===== src/rtl/debounce_array.sv =====
// rtl/debounce_array.sv - N-channel button conditioner: sync, debounce, edge and long-press events
//
// Ports:
//   clk         system clock
//   rst_n       asynchronous active-low reset
//   btn_in      raw asynchronous button inputs, one bit per channel
//   level       debounced, polarity-corrected level per channel
//   rise        one-cycle pulse when level goes 0->1
//   fall        one-cycle pulse when level goes 1->0
//   long_press  one-cycle pulse once level has been 1 for HOLD_TICKS ticks
//   tick        shared debounce prescaler tick
module debounce_array #(
  parameter int              N_CH         = 6,
  parameter int              TICK_DIV     = 100000,
  parameter int              STABLE_TICKS = 10,
  parameter int              HOLD_TICKS   = 1000,
  parameter logic [N_CH-1:0] INV_MASK     = {N_CH{1'b0}}
) (
  input  logic            clk,
  input  logic            rst_n,
  input  logic [N_CH-1:0] btn_in,
  output logic [N_CH-1:0] level,
  output logic [N_CH-1:0] rise,
  output logic [N_CH-1:0] fall,
  output logic [N_CH-1:0] long_press,
  output logic            tick
);

  localparam int PW = (TICK_DIV > 1) ? $clog2(TICK_DIV) : 1;
  localparam int DW = $clog2(STABLE_TICKS + 1);
  localparam logic [PW-1:0] P_LAST = PW'(TICK_DIV - 1);
  localparam logic [DW-1:0] D_LAST = DW'(STABLE_TICKS - 1);

  // Shared prescaler. With TICK_DIV=1, P_LAST is 0 so tick stays high.
  logic [PW-1:0] pcnt;

  assign tick = (pcnt == P_LAST);

  always_ff @(posedge clk or negedge rst_n) begin
    if (!rst_n) begin
      pcnt <= '0;
    end else if (tick) begin
      pcnt <= '0;
    end else begin
      pcnt <= pcnt + 1'b1;
    end
  end

  // Polarity correction happens before the synchroniser so the inversion
  // is a pure constant XOR and adds no logic after the second flop.
  logic [N_CH-1:0] sync1;
  logic [N_CH-1:0] s;

  always_ff @(posedge clk or negedge rst_n) begin
    if (!rst_n) begin
      sync1 <= '0;
      s     <= '0;
    end else begin
      sync1 <= btn_in ^ INV_MASK;
      s     <= sync1;
    end
  end

  // Debounce: dcnt counts ticks for which s has disagreed with level without
  // interruption. Any cycle of agreement (tick or not) clears it, so a glitch
  // back to the current level restarts the acceptance window.
  logic [DW-1:0] dcnt [N_CH];

  always_ff @(posedge clk or negedge rst_n) begin
    if (!rst_n) begin
      for (int i = 0; i < N_CH; i++) begin
        dcnt[i] <= '0;
      end
      level <= '0;
      rise  <= '0;
      fall  <= '0;
    end else begin
      for (int i = 0; i < N_CH; i++) begin
        rise[i] <= 1'b0;
        fall[i] <= 1'b0;
        if (s[i] == level[i]) begin
          dcnt[i] <= '0;
        end else if (tick) begin
          if (dcnt[i] == D_LAST) begin
            level[i] <= s[i];
            dcnt[i]  <= '0;
            rise[i]  <= s[i];
            fall[i]  <= ~s[i];
          end else begin
            dcnt[i] <= dcnt[i] + 1'b1;
          end
        end
      end
    end
  end

  // Long-press: hcnt saturates at HOLD_TICKS while level stays 1. at_max_q
  // remembers that the saturated value was already seen, so the pulse fires
  // exactly once, one cycle after saturation, until level drops and re-arms.
  if (HOLD_TICKS > 0) begin : g_long
    localparam int HW = $clog2(HOLD_TICKS + 1);
    localparam logic [HW-1:0] H_MAX = HW'(HOLD_TICKS);

    logic [HW-1:0]   hcnt [N_CH];
    logic [N_CH-1:0] at_max_q;

    always_ff @(posedge clk or negedge rst_n) begin
      if (!rst_n) begin
        for (int i = 0; i < N_CH; i++) begin
          hcnt[i] <= '0;
        end
        at_max_q   <= '0;
        long_press <= '0;
      end else begin
        for (int i = 0; i < N_CH; i++) begin
          if (!level[i]) begin
            hcnt[i] <= '0;
          end else if (tick && (hcnt[i] < H_MAX)) begin
            hcnt[i] <= hcnt[i] + 1'b1;
          end
          at_max_q[i]   <= (hcnt[i] == H_MAX);
          long_press[i] <= (hcnt[i] == H_MAX) && !at_max_q[i];
        end
      end
    end
  end else begin : g_no_long
    assign long_press = '0;
  end

endmodule


===== config.mk =====
export PLATFORM = sky130hd
export DESIGN_NAME = debounce_array
export DESIGN_NICKNAME = d
export VERILOG_FILES = /design/src/rtl/debounce_array.sv
export SDC_FILE = /design/constraint.sdc
export NUM_CORES = 1
export LEC_CHECK = 0
export BUFFER_PORTS_ARGS = -buffer_cell sky130_fd_sc_hd__clkbuf_2
export CAP_MARGIN = 20
export CORE_MARGIN = 3
export CORE_UTILIZATION = 60
export DETAILED_ROUTE_END_ITERATION = 8
export PLACE_DENSITY = 0.79
export SYNTH_ARGS = -nofsm -noshare
export SYNTH_HDL_FRONTEND = slang
export SYNTH_SLANG_ARGS = --single-unit

===== constraint.sdc =====
create_clock -name clk -period 2.4 [get_ports clk]
set_input_delay 0.12 -clock clk [delete_from_list [all_inputs] [get_ports clk]]
set_output_delay 0.12 -clock clk [all_outputs]
set_load 0.05 [all_outputs]

==> qor.csv <==
stage,metric,value,unit
placed_design,dp_hpwl,9440,microns
logic_synthesis,netlist_area,7070,sq um
sta,final-setup-viol-count,0,
run_status,outcome,finished clean,
final_layout,layout_common_cells,"143 x dfrtp_1, 66 x a21oi_1, 55 x nand2_1",
critical_path,reg2reg_depth,5,
placed_design,portBuffers,32,
routing,drc,0,
critical_path,setup.worst_path.start_class,flop,
logic_synthesis,synth_cell_type_count,47,
routing,vias_per_cell,6.20,
global_route,grt_pass1_vias,5655,
sta,totalNegativeSetupSlack,0,ns
global_route,antenna_found_initial,0,
floorplanning,die-width,115,microns
routing,wl_per_cell,16.6,microns
global_route,grt_overflow,0,
routing,ant_nets,0,
critical_path,path_delay_family,simple AND/OR/NAND/NOR gates,
sta,relSlewSlack,45.4,%
sta,post-route-period-util,94.2,%
logic_synthesis,syn_area_per_cell,10.2,sq um
logic_synthesis,syn_nets,726,
final_layout,final_cell_area,8130,sq um
sta,drv_slew,0,
critical_path,cp_num_buf_inv,1,
sta,timing.final.ws_setup,0.139,ns
critical_path,worst_r2r_endpoint,g_long.hcnt[7],
floorplanning,initial_core_util,61.7,%
pwr,power_density,683,nW/um^2
logic_synthesis,synth_edf_count,0,
pwr,p_leak,3.31,nW
sta,fmax,0.442,GHz
global_route,grt_max_degree,70,
clock_network,clk_latency,0.43,ns
clock_network,cts_htree_levels,4,
sta,hold_viol_final,0,
critical_path,cp_num_cells,5,
logic_synthesis,syn_inst,693,
global_route,track_usage,24.6,%
critical_path,cp_data_required_time,2.74,ns
final_layout,final_nets,767,
clock_network,clock_sinks,143,
critical_path,r2r_slack,0.14,ns
placed_design,place_area,7360,sq um
clock_network,cts_max_path_buffers,2,
critical_path,end_kind,flop,
pwr,peakVddDrop,0.000650,V
critical_path,slowest_stage,or4_1,
clock_network,cts_tree,done,
routing,wirelength,14800,microns
floorplanning,row_count,39,
clock_network,path_clk_slew,0.06,ns
placed_design,place_ws,0.0434,ns
floorplanning,ios,33,
pwr,p_total,5.55,mW
routing,route.vias.total,5515,
clock_network,cts-root-buf,clkbuf_16,
sta,fin_skew,0.0116,ns
sta,rsz0062_at_grt,no,
sta,fin_crit,2.26,ns
logic_synthesis,ys_seq_area_share,50.6,%
sta,worst_pin_slew,0.816,ns
floorplanning,chipHeight,115,microns
final_layout,area_growth,15.0,%
logic_synthesis,synth_seq_cells,143,
final_layout,layout_commonest_cell,dfrtp_1,
routing,drt_first_pass_iters,5,
critical_path,critical_path_arrival,2.61,ns
logic_synthesis,ys.flop_type,dfrtp_1,
critical_path,reg2reg_from,pcnt[12],
logic_synthesis,async_flop_share,100,%
placed_design,place_congestion,0.836,
floorplanning,dieArea,13100,sq um
critical_path,max_stage_delay,0.52,ns
critical_path,worst-setup-path-type,reg -> reg,
flow_run,maxCapViolations,0,
worst_hold_path,hold_path.class,in -> async,
critical_path,critPathMaxFanout,16,
routing,drt_iter0_markers,430,
final_layout,drive_above_1_share,11.9,%
critical_path,cp_cell_sequence,nor4b_4 -> nand4_4 -> buf_4 -> or4_1 -> a21oi_1,
logic_synthesis,yosys_warnings,0,
floorplanning,core,11500,sq um
final_layout,diodes,0,
clock_network,numCtsBuffers,17,
global_route,grt_pass1_wl,25800,microns
per-layer routing:
layer	routed length, microns	up-vias	GRT usage (%)
met2	7630	118	41.4
met4	124	0	9.03
met3	697	13	6.92
met5	0	-	0
met1	6320	2741	30.3
li1	-	2643	-
logic make-up after synthesis:
logic type | share of synthesized area [%]
adders and majority gates | 4.42
muxes | 1.95
buffers and inverters | 4.28
xor gates and xnor gates | 2.23
DFF | 50.6
AOI/OAI and AO/OA | 12.7
and+or+nand+nor | 23.8
layout make-up:
class	instances	area [sq um]
Multi-Input combinational cell	482	3190
Inverter	39	150
Timing Repair Buffer	51	339
Clock buffer	23	488
Fill cell	802	3340
Sequential cell	143	3580
Tap cell	143	179
Clock inverter	9	203
worst max path at each step:
stage          startpoint        endpoint
4_1_cts           pcnt[0]            tick
3_5_place_dp      pcnt[0]         dcnt[3]
2_1_floorplan     pcnt[0]        level[0]
6_report         pcnt[12]  g_long.hcnt[7]
3_3_place_gp      pcnt[0]        level[5]
5_1_grt           pcnt[0]  g_long.hcnt[4]
Yosys cell counts, types with 6 or more instances:
master	n	area (sq um)
or3_1	22	138
dfrtp_1	143	3580
xnor2_1	13	114
ha_1	25	313
nand4_1	13	81.3
nand3_1	37	185
nor4_1	8	50.1
and3_1	12	75.1
o31ai_1	42	315
mux2_2	6	67.6
nor3_1	12	60.1
nor2_1	22	82.6
and4_1	7	61.3
nand2b_1	6	37.5
mux2i_1	7	70.1
nand2_1	55	206
inv_1	35	131
nor2b_1	7	43.8
clkbuf_1	18	67.6
o21ai_0	22	110
nor3b_1	6	45.0
or4_1	42	315
buf_6	6	67.6
a21oi_1	66	330
o211ai_1	8	60.1
stage by stage:
stage	utilization [%]	hold WS [ns]	instances
after global placement	64.1	0.0810	850
after floorplan	-	-0.176	693
after detailed placement	64.1	0.0809	850
after global routing	70.9	0.225	890
final	70.9	0.189	890
after CTS	70.9	0.193	890
repair_timing:
action	CTS	global route
hold buffers	7	0
setup endpoints to repair	1	13
setup buffers	1	0
resized for setup	2	1
endpoints found under the hold margin	53	0
registers in the layout (all words and copies together) (netlist names):
register and cells:
g_long.hcnt 60, dcnt 24, pcnt 17, fall 6, g_long.at_max_q 6, level 6
long_press 6, rise 6, s 6, sync1 6
report_power, final:
part           total, mW  internal, mW  switching, mW  leakage [nW]
registers           2.43          2.42        0.00693          1.96
clock network       3.05          2.06          0.991         0.326
logic             0.0756        0.0216         0.0540          1.02
total               5.55          4.50           1.05          3.31
Note: power is estimated with default switching activity, not from simulation.
